`src/rtl/uart_tx_fifo_cfg_pkg.sv`:
```
// Shared definitions for the configurable UART transmitter: parity encodings,
// FSM state encoding and the baud divisor formula, reusable by a matching receiver.
package uart_tx_fifo_cfg_pkg;

    localparam int PARITY_NONE = 0;
    localparam int PARITY_ODD  = 1;
    localparam int PARITY_EVEN = 2;

    typedef enum logic [2:0] {
        ST_IDLE   = 3'd0,
        ST_START  = 3'd1,
        ST_DATA   = 3'd2,
        ST_PARITY = 3'd3,
        ST_STOP   = 3'd4
    } tx_state_e;

    function automatic int calc_baud_div(input int sys_freq, input int baud_rate);
        return sys_freq / baud_rate;
    endfunction

    // Unknown parity codes fall back to "no parity bit".
    function automatic bit parity_enabled(input int parity);
        return (parity == PARITY_ODD) || (parity == PARITY_EVEN);
    endfunction

endpackage

```
`src/rtl/uart_sync_fifo.sv`:
```
// Single-clock FIFO with a registered occupancy count; full/empty and ready all
// come straight from that count so no flag depends on the same-cycle read request.
module uart_sync_fifo #(
    parameter int WIDTH = 8,
    parameter int DEPTH = 4
) (
    input  logic                     clk_i,
    input  logic                     rst_i,
    input  logic [WIDTH-1:0]         wr_data_i,
    input  logic                     wr_valid_i,
    output logic                     wr_ready_o,
    input  logic                     rd_en_i,
    output logic [WIDTH-1:0]         rd_data_o,
    output logic                     empty_o,
    output logic [$clog2(DEPTH):0]   level_o
);
    localparam int PW = $clog2(DEPTH);
    localparam logic [PW:0] FULL_LEVEL = DEPTH[PW:0];

    logic [WIDTH-1:0] mem_q [DEPTH];
    logic [PW-1:0]    wr_ptr_q;
    logic [PW-1:0]    rd_ptr_q;
    logic [PW:0]      count_q;
    logic [PW:0]      count_d;
    logic             wr_en;
    logic             rd_en;

    // A word transfers when wr_valid_i & wr_ready_o; ready stays low while full even if a read is in flight.
    assign wr_ready_o = (count_q != FULL_LEVEL);
    assign empty_o    = (count_q == '0);
    assign wr_en      = wr_valid_i & wr_ready_o;
    assign rd_en      = rd_en_i & ~empty_o;
    assign rd_data_o  = mem_q[rd_ptr_q];
    assign level_o    = count_q;

    always_comb begin
        count_d = count_q;
        if (wr_en && !rd_en) begin
            count_d = count_q + 1'b1;
        end else if (rd_en && !wr_en) begin
            count_d = count_q - 1'b1;
        end
    end

    always_ff @(posedge clk_i) begin
        if (wr_en) begin
            mem_q[wr_ptr_q] <= wr_data_i;
        end
    end

    always_ff @(posedge clk_i or posedge rst_i) begin
        if (rst_i) begin
            wr_ptr_q <= '0;
            rd_ptr_q <= '0;
            count_q  <= '0;
        end else begin
            if (wr_en) wr_ptr_q <= wr_ptr_q + 1'b1;
            if (rd_en) rd_ptr_q <= rd_ptr_q + 1'b1;
            count_q <= count_d;
        end
    end

endmodule

```
`src/rtl/uart_tx_fifo_cfg.sv`:
```
// UART transmitter with configurable frame and input FIFO. The line value is
// computed from the current state and registered, so tx_bit trails the FSM by one clock.
module uart_tx_fifo_cfg
    import uart_tx_fifo_cfg_pkg::*;
#(
    parameter int SYSTEM_FREQ = 50_000_000,
    parameter int BAUD_RATE   = 9600,
    parameter int DATA_BITS   = 8,
    parameter int PARITY      = 0,
    parameter int STOP_BITS   = 1,
    parameter int FIFO_DEPTH  = 4
) (
    input  logic                          clock,
    input  logic                          srst,
    output logic                          tx_bit,
    input  logic [DATA_BITS-1:0]          tx_data,
    input  logic                          tx_valid,
    output logic                          tx_ready,
    output logic                          tx_busy,
    output logic                          tx_frame_done,
    output logic [$clog2(FIFO_DEPTH):0]   fifo_level,
    output tx_state_e                     dbg_state
);
    localparam int BAUD_DIV = calc_baud_div(SYSTEM_FREQ, BAUD_RATE);
    localparam int BW       = $clog2(BAUD_DIV);
    localparam int CW       = $clog2(DATA_BITS);
    localparam logic [BW-1:0] BAUD_LAST = BW'(BAUD_DIV - 1);
    localparam logic [CW-1:0] DATA_LAST = CW'(DATA_BITS - 1);
    localparam logic [CW-1:0] STOP_LAST = CW'(STOP_BITS - 1);
    localparam bit PAR_EN  = parity_enabled(PARITY);
    localparam bit PAR_ODD = (PARITY == PARITY_ODD);

    tx_state_e            state_q;
    logic [BW-1:0]        baud_cnt_q;
    logic [CW-1:0]        bit_cnt_q;
    logic [DATA_BITS-1:0] shift_q;
    logic                 parity_q;
    logic                 tx_bit_q;
    logic                 frame_done_q;
    logic                 busy_q;
    logic                 line_d;
    logic                 bit_end;
    logic                 stop_end;
    logic                 pop;
    logic                 fifo_empty;
    logic [DATA_BITS-1:0] fifo_rd_data;

    uart_sync_fifo #(
        .WIDTH (DATA_BITS),
        .DEPTH (FIFO_DEPTH)
    ) u_fifo (
        .clk_i      (clock),
        .rst_i      (srst),
        .wr_data_i  (tx_data),
        .wr_valid_i (tx_valid),
        .wr_ready_o (tx_ready),
        .rd_en_i    (pop),
        .rd_data_o  (fifo_rd_data),
        .empty_o    (fifo_empty),
        .level_o    (fifo_level)
    );

    assign bit_end  = (baud_cnt_q == BAUD_LAST);
    assign stop_end = (state_q == ST_STOP) && bit_end && (bit_cnt_q == STOP_LAST);
    // Popping in the final stop clock lets the next start bit follow with no idle gap.
    assign pop      = !fifo_empty && ((state_q == ST_IDLE) || stop_end);

    always_comb begin
        line_d = 1'b1;
        case (state_q)
            ST_START:  line_d = 1'b0;
            ST_DATA:   line_d = shift_q[0];
            ST_PARITY: line_d = parity_q;
            default:   line_d = 1'b1;
        endcase
    end

    always_ff @(posedge clock or posedge srst) begin
        if (srst) begin
            state_q      <= ST_IDLE;
            baud_cnt_q   <= '0;
            bit_cnt_q    <= '0;
            shift_q      <= '0;
            parity_q     <= 1'b0;
            tx_bit_q     <= 1'b1;
            frame_done_q <= 1'b0;
            busy_q       <= 1'b0;
        end else begin
            tx_bit_q     <= line_d;
            frame_done_q <= stop_end;
            busy_q       <= (state_q != ST_IDLE) || (fifo_level != '0);
            if (state_q != ST_IDLE) begin
                baud_cnt_q <= bit_end ? '0 : baud_cnt_q + 1'b1;
            end
            case (state_q)
                ST_IDLE: ;
                ST_START: begin
                    if (bit_end) begin
                        state_q   <= ST_DATA;
                        bit_cnt_q <= '0;
                    end
                end
                ST_DATA: begin
                    if (bit_end) begin
                        shift_q <= {1'b0, shift_q[DATA_BITS-1:1]};
                        if (bit_cnt_q == DATA_LAST) begin
                            state_q   <= PAR_EN ? ST_PARITY : ST_STOP;
                            bit_cnt_q <= '0;
                        end else begin
                            bit_cnt_q <= bit_cnt_q + 1'b1;
                        end
                    end
                end
                ST_PARITY: begin
                    if (bit_end) begin
                        state_q   <= ST_STOP;
                        bit_cnt_q <= '0;
                    end
                end
                ST_STOP: begin
                    if (bit_end) begin
                        if (bit_cnt_q == STOP_LAST) begin
                            state_q <= ST_IDLE;
                        end else begin
                            bit_cnt_q <= bit_cnt_q + 1'b1;
                        end
                    end
                end
                default: state_q <= ST_IDLE;
            endcase
            if (pop) begin
                state_q    <= ST_START;
                baud_cnt_q <= '0;
                shift_q    <= fifo_rd_data;
                parity_q   <= PAR_ODD ? ~^fifo_rd_data : ^fifo_rd_data;
            end
        end
    end

    assign tx_bit        = tx_bit_q;
    assign tx_frame_done = frame_done_q;
    assign tx_busy       = busy_q;
    assign dbg_state     = state_q;

endmodule

```
`config.mk`:
```
export PLATFORM = sky130hd
export DESIGN_NAME = uart_tx_fifo_cfg
export DESIGN_NICKNAME = d
export VERILOG_FILES = /design/src/rtl/uart_tx_fifo_cfg_pkg.sv /design/src/rtl/uart_sync_fifo.sv /design/src/rtl/uart_tx_fifo_cfg.sv
export SDC_FILE = /design/constraint.sdc
export NUM_CORES = 1
export LEC_CHECK = 0
export CAP_MARGIN = 20
export CORE_MARGIN = 5
export CORE_UTILIZATION = 58
export DETAILED_ROUTE_END_ITERATION = 6
export PLACE_DENSITY = 0.74
export SLEW_MARGIN = 20
export SYNTH_ARGS = -nofsm -noshare
export SYNTH_HDL_FRONTEND = slang
export SYNTH_SLANG_ARGS = --single-unit
```
`constraint.sdc`:
```
create_clock -name clock -period 3.6 [get_ports clock]
set_input_delay 0.72 -clock clock [delete_from_list [all_inputs] [get_ports clock]]
set_output_delay 0.72 -clock clock [all_outputs]
set_load 0.02 [all_outputs]
```
==> metrics.yaml, run 1 <==
synthesis:
  synthesis.nets: 261
  seq_area_frac_synth: 0.585
  synth_area_leaders: "edfxtp_1 (29%), dfrtp_1 (28%), xnor2_1 (4.8%)"
  yosys_warnings: 0
  netlist_instances: 240
  synth_cell_type_count: 39
  synth_top_cell_by_area: "edfxtp_1"
  netlist_area_um2: 3270
  yosys.area.top_type_share: 0.294
  syn_avg_cell_area_um2: 13.6
  synth_seq_cells: 70
drt:
  num_vias: 1875
  drt_first_iter_violations: 109
  detail_route.vias_per_cell: 5.45
  detail_route.wl_per_cell_um: 15.8
  finalWirelength_um: 5450
  drt_pre_antenna_iters: 4
  ant_nets: 0
  post-route-drc-count: 0
status:
  outcome: "finished, final reports clean"
cts:
  post-cts-setup-buffers: 0
  cts.htree.levels: 3
  ctsHoldBuffers: 0
  ctsRootBufferMaster: "clkbuf_8"
  clk_pin_slew_worst_paths_ns: 0.07
  tritoncts_clock_tree: "yes"
  cts_sinks: 70
  cts.repair.resized: 0
  cts_max_path_buffers: 2
  worst_skew_pair.late_latency_ns: 0.34
  cts_inserted_buffers: 9
critical_path:
  worst_setup_path_start_kind: "register"
  critPathSlowestCell: "or4b_4"
  worst_ep_required_time_ns: 3.86
  worst-setup-path-type: "register to register"
  crit_chain: "or4b_4, nor4_4, nand3_2, a21o_2, ha_1, fa_1, xnor2_1, nor2_1, xor2_1"
  crit_path_end_kind: "register"
  slowest_stage_delay_on_critical_path_ns: 0.58
  setup.worst_path.start: "baud_cnt_q[3]"
  r2r-start: "baud_cnt_q[3]"
  critical_path.max_fanout: 12
  worst-r2r-setup-slack_ns: 0.61
  worst-endpoint-arrival_ns: 3.25
power_and_ir_drop:
  power_per_standard_cell_area_nw_per_um2: 560
  power.static_leakage_uw: 0.00153
  power_uw: 2120
  ir_worst_vdd_v: 0.000424
placed_design:
  numPortBuffers: 20
  place_hpwl_um: 3730
  numPlacedInstances: 328
  gp_congestion: 0.782
floorplanning:
  core_area_um2: 5510
  fp.dieArea_um2: 7240
  die_width_um: 85.1
  die_height_um: 85.1
  start_util: 0.594
  std_cell_rows: 27
  io_pins: 21
final_layout:
  antenna-diode-count: 0
  area_delta_synth_final_pct: 15.5
  most-common-layout-cells: "dfrtp_1 (37), edfxtp_1 (32), nor2_1 (23), clkdlybuf4s50_1 (20), xnor2_1 (18)"
  mostFrequentLayoutCell: "dfrtp_1"
  finalCoreUtilization: 0.686
  instances_no_fill: 344
  design.final.nets: 288
  drive_gt1_frac: 0.188
sta:
  min_period_over_period: 0.831
  grt_setup_unrepaired: "no"
  final-setup-viol-count: 0
  fin_worst_skew_ns: 0.00928
  worst_slew_pin_slew_ns: 0.824
  fmax_ghz: 0.334
  timing.max_slew.rel_slack: 0.450
  hold_violations: 0
  finalMaxSlewViolations: 0
  totalNegativeSetupSlack_ns: 0
  timing.final.crit_period_ns: 2.99
global_routing:
  grt_antenna_before_repair: 0
  total_routing_resource_utilization_after_global_routing: 0.168
  grt_pass1_wl_um: 9290
  grt_start_max_net_pins: 23
  grt-ovfl-total: 0
  grt_pass1_vias: 1898
worst_hold_path:
  min_path_type: "register to register"
  min-delay-start: "baud_cnt_q[0]"
flow_run:
  timing.max_cap.violations: 0
==> state kept, by name, summed over array words and instances, names as in the netlist <==
register and cells:
u_fifo.level_o 3, tx_bit 1, u_fifo.wr_ptr_q 2, baud_cnt_q 13
parity_q 1, tx_frame_done 1, tx_busy 1, dbg_state 3
u_fifo.mem_q 32, bit_cnt_q 3, shift_q 8, u_fifo.rd_ptr_q 2
==> layout make-up <==
cell class / instances / area [um2]
Inverter: 10 / 37.5
Clock buffer: 9 / 124
Timing Repair Buffer: 23 / 223
Multi-Input combinational cell: 153 / 1270
Fill cell: 390 / 1730
Sequential cell: 70 / 1910
Clock inverter: 7 / 121
Tap cell: 72 / 90.1
==> synth_stat cells, drive strengths merged <==
master and instances:
a211o 1, a21o 1, a21oi 5, and2 3, and3 5, and4 2, buf 2, clkbuf 5
dfrtp 37, dfstp 1, edfxtp 32, fa 1, ha 9, inv 10, mux2 16, mux2i 4
mux4 8, nand2 17, nand2b 4, nand3 7, nand3b 1, nand4b 1, nor2 23, nor2b 1
nor3 3, nor3b 1, nor4 1, o2111ai 1, o21ai 9, or2 2, or3 2, or4b 1
xnor2 18, xor2 6
==> per-layer routing <==
metal	wire, um	vias up	GRT usage	part of all wire
met3	206	9	0.0398	0.038
met1	2640	916	0.241	0.48
met5	0	-	0	0
met2	2490	34	0.242	0.46
met4	110	0	0.0777	0.020
li1	-	916	-	-
==> report_power, final <==
| group | switching [uW] | internal, uW |
|---|---|---|
| combinational | 197 | 157 |
| sequential | 51.2 | 946 |
| clock | 300 | 463 |
| total | 549 | 1570 |
==> stage by stage <==
stage	hold WS (ns)	setup WS, ns	cell area, um2
2_1_floorplan	0.461	0.631	3270
3_3_place_gp	0.481	0.718	3530
3_5_place_dp	0.484	0.627	3530
4_1_cts	0.500	0.572	3780
5_1_grt	0.520	0.458	3780
6_report	0.504	0.610	3780
==> worst max-delay path, delay by kind of cell (launching register included) <==
kind / cells / cell delay (ns)
AO/OA/AOI/OAI: 1 / 0.36
adder cells (fa/ha/maj): 2 / 0.65
XOR/XNOR: 2 / 0.29
AND/OR/NAND/NOR: 4 / 1.16
flip-flops: 1 / 0.44
==> path summary, 6_finish.rpt <==
| check | endpoint | depth (start not counted) |
|---|---|---|
| max reg2reg | u_fifo.level_o[2] | 9 |
| min in group asynchronous | shift_q[6] | 2 |
| max | u_fifo.level_o[2] | 9 |
| max in group asynchronous | bit_cnt_q[2] | 3 |
| min reg2reg | baud_cnt_q[0] | 1 |
| min | baud_cnt_q[0] | 1 |
==> logic make-up (layout without fill, tap and decap cells) <==
| logic type | count (synthesis) | count (layout) | share of synthesized area |
|---|---|---|---|
| multiplexers | 28 | 28 | 0.133 |
| XOR/XNOR | 24 | 24 | 0.0642 |
| AO/OA/AOI/OAI | 17 | 17 | 0.0298 |
| flip-flops | 70 | 70 | 0.585 |
| buffers and inverters | 17 | 49 | 0.0271 |
| AND/OR/NAND/NOR | 74 | 74 | 0.121 |
| adder cells (fa/ha/maj) | 10 | 10 | 0.0405 |
Note: power is estimated with default switching activity, not from simulation.
==> inputs of run 2 (changes only) <==
==> constraint.sdc (replaced) <==
create_clock -name clock -period 2.8 [get_ports clock]
set_input_delay 0.56 -clock clock [delete_from_list [all_inputs] [get_ports clock]]
set_output_delay 0.56 -clock clock [all_outputs]
set_load 0.02 [all_outputs]
==> run 2 against run 1 <==
Non-clock buffer count grew 1. Clock skew decreased by 0.0031 ns. Combinational power grew 32%. Via count is 1.1% higher. Sequential share of layout area down 0.15 points. Register-to-register slack lost 0.45 ns. Routed wire length down 2.6%. Critical endpoint unchanged.
==> metrics.yaml, run 2 (same netlist as run 1, synthesis figures left out) <==
status:
  outcome: "finished, final reports clean"
final_layout:
  design.final.nets: 289  # +0.35%
  layout.area.seq_um2: 1910  # unchanged
  area_delta_synth_final_pct: 15.8
  drive_gt1_frac: 0.198  # +0.0103
  n_fill_cell: 397  # +1.8%
  antenna-diode-count: 0  # unchanged
  finalCoreUtilization: 0.688  # +0.00204
  mostFrequentLayoutCell: "dfrtp_1"
  area_used_by_multi_input_combinational_logic_um2: 1290  # +1.7%
  largest_register_by_flop_count: "u_fifo.mem_q"
  most-common-layout-cells: "dfrtp_1 (37), edfxtp_1 (32), nor2_1 (23), clkdlybuf4s50_1 (20), xnor2_1 (18)"
  largest_register_ff_count: 32  # unchanged
  largestRegisters: "u_fifo.mem_q: 32 flops, baud_cnt_q: 13 flops, shift_q: 8 flops"
floorplanning:
  die_height_um: 85.1  # unchanged
  io_pins: 21  # unchanged
  core_area_um2: 5510  # unchanged
  start_util: 0.594  # unchanged
  std_cell_rows: 27  # unchanged
  fp.dieArea_um2: 7240  # unchanged
  die_width_um: 85.1  # unchanged
power_and_ir_drop:
  ir_worst_vdd_v: 0.000533  # +26%
  power.static_leakage_uw: 0.00153  # -0.19%
  power_per_standard_cell_area_nw_per_um2: 704  # +26%
placed_design:
  gp_congestion: 0.780  # -0.27%
  placement_stage_worst_setup_slack_ns: 0.137  # -0.489 ns
  place_hpwl_um: 3690  # -1.1%
  numPortBuffers: 20  # unchanged
cts:
  post-cts-setup-buffers: 0  # unchanged
  cts.repair.resized: 0  # unchanged
  ctsHoldBuffers: 0  # unchanged
  cts.htree.levels: 3  # unchanged
  tritoncts_clock_tree: "yes"
  ctsRootBufferMaster: "clkbuf_8"
  cts_max_path_buffers: 2  # unchanged
  cts_sinks: 70  # unchanged
  worst_skew_pair.late_latency_ns: 0.35  # about the same
  cts_inserted_buffers: 9  # unchanged
  clk_pin_slew_worst_paths_ns: 0.08  # about the same
drt:
  post-route-drc-count: 0  # unchanged
  detail_route.vias_per_cell: 5.49  # +0.77%
  num_vias: 1895  # +1.1%
  drt_pre_antenna_iters: 4  # unchanged
  drt_first_iter_violations: 158  # +45%
  detail_route.wl_per_cell_um: 15.4  # -2.9%
  ant_nets: 0  # unchanged
  finalWirelength_um: 5310  # -2.6%
critical_path:
  slowest_stage_delay_on_critical_path_ns: 0.56  # -0.02 ns
  worst-endpoint-arrival_ns: 2.88  # -0.37 ns
  crit_chain: "or4b_4, nor4_4, nand3_2, a21o_4, ha_4, fa_2, xnor2_1, nor2_1, xor2_1"
  worst_ep_required_time_ns: 3.04  # -0.82 ns
  worst_setup_path_start_kind: "register"
  critical_path.max_fanout: 4  # -8
  worst-setup-path-type: "register to register"
  worst-r2r-cell-count: 9  # unchanged
  crit_path_end_kind: "register"
  critPathSlowestCell: "or4b_4"
sta:
  grt_setup_unrepaired: "no"
  fmax_ghz: 0.379  # +13%
  finalMaxSlewViolations: 0  # unchanged
  final_critical_path_setup_slack_ns: 0.159  # -0.451 ns
  timing.max_slew.rel_slack: 0.628  # +0.178
  timing.hold.ws_ns: 0.509  # +0.00451 ns
  final-setup-viol-count: 0  # unchanged
  min_period_over_period: 0.943  # +0.113
  timing.final.crit_period_ns: 2.64  # -0.349 ns
  worst_slew_pin_slew_ns: 0.553  # -0.271 ns
  hold_violations: 0  # unchanged
  fin_worst_skew_ns: 0.00614  # -0.00314 ns
global_routing:
  total_routing_resource_utilization_after_global_routing: 0.166  # -0.00159
  grt_antenna_before_repair: 0  # unchanged
  grt_pass1_wl_um: 9230  # -0.67%
  grt-ovfl-total: 0  # unchanged
  grt_pass1_vias: 1910  # +0.63%
  grt_start_max_net_pins: 39  # +70%
worst_hold_path:
  min_path_type: "register to register"
  worstHoldPathCells: 1  # unchanged
flow_run:
  timing.max_cap.violations: 0  # unchanged
## run 2: critical path, delay by kind of cell, from the launching register on
family                     cells  cell delay [ns]
xor gates and xnor gates       2             0.30
adders and majority gates      2             0.51
and+or+nand+nor                4             1.07
AOI/OAI and AO/OA              1             0.24
DFF                            1             0.41
## run 2: area by class of cell
type,instances,share of cell area
tap,72,0.0238
sequential,70,0.505
inverter,10,0.00990
clock buffer,9,0.0327
timing repair buffer,24,0.0607
multi-input combinational,153,0.341
clock inverter,7,0.0274
## run 2: final timing paths
| check | start | to | slack, ns |
|---|---|---|---|
| setup reg to reg | baud_cnt_q[8] | u_fifo.level_o[2] | 0.16 |
| max in group asynchronous | srst | tx_bit | 1.83 |
| hold reg to reg | baud_cnt_q[0] | baud_cnt_q[0] | 0.51 |
| setup / recovery | baud_cnt_q[8] | u_fifo.level_o[2] | 0.16 |
| min in group asynchronous | srst | u_fifo.wr_ptr_q[1] | 0.61 |
| hold / removal | baud_cnt_q[0] | baud_cnt_q[0] | 0.51 |
## run 2: stage by stage
step / power, uW / std cells / setup TNS, ns / area [um2]
floorplan: 1600 / 240 / -0.0718 / 3300
global placement: 1750 / 329 / 0 / 3560
CTS: 2690 / 345 / 0 / 3790
finish: 2670 / 345 / 0 / 3790
detailed placement: 1770 / 329 / 0 / 3560
global route: 2810 / 345 / 0 / 3790
## run 2: where the power goes
| group | internal (uW) | switching [uW] |
|---|---|---|
| clock network | 513 | 411 |
| logic | 212 | 256 |
| registers | 1220 | 59.0 |
## run 2: layer usage
layer  global-route usage  share of wire
met1                0.237           0.47
met2                0.239           0.46
met3               0.0379          0.053
met5                    0              0
met4               0.0820          0.022
==> inputs of run 3 (changes only) <==
--- a/config.mk
+++ b/config.mk
@@ -10,7 +10,8 @@
 export CORE_UTILIZATION = 58
 export DETAILED_ROUTE_END_ITERATION = 6
 export PLACE_DENSITY = 0.74
-export SLEW_MARGIN = 20
+export SKIP_LAST_GASP = 1
+export SLEW_MARGIN = 0
 export SYNTH_ARGS = -nofsm -noshare
 export SYNTH_HDL_FRONTEND = slang
 export SYNTH_SLANG_ARGS = --single-unit
==> results of run 3 <==
Final layout, timing and power as in run 2 (identical DEF).
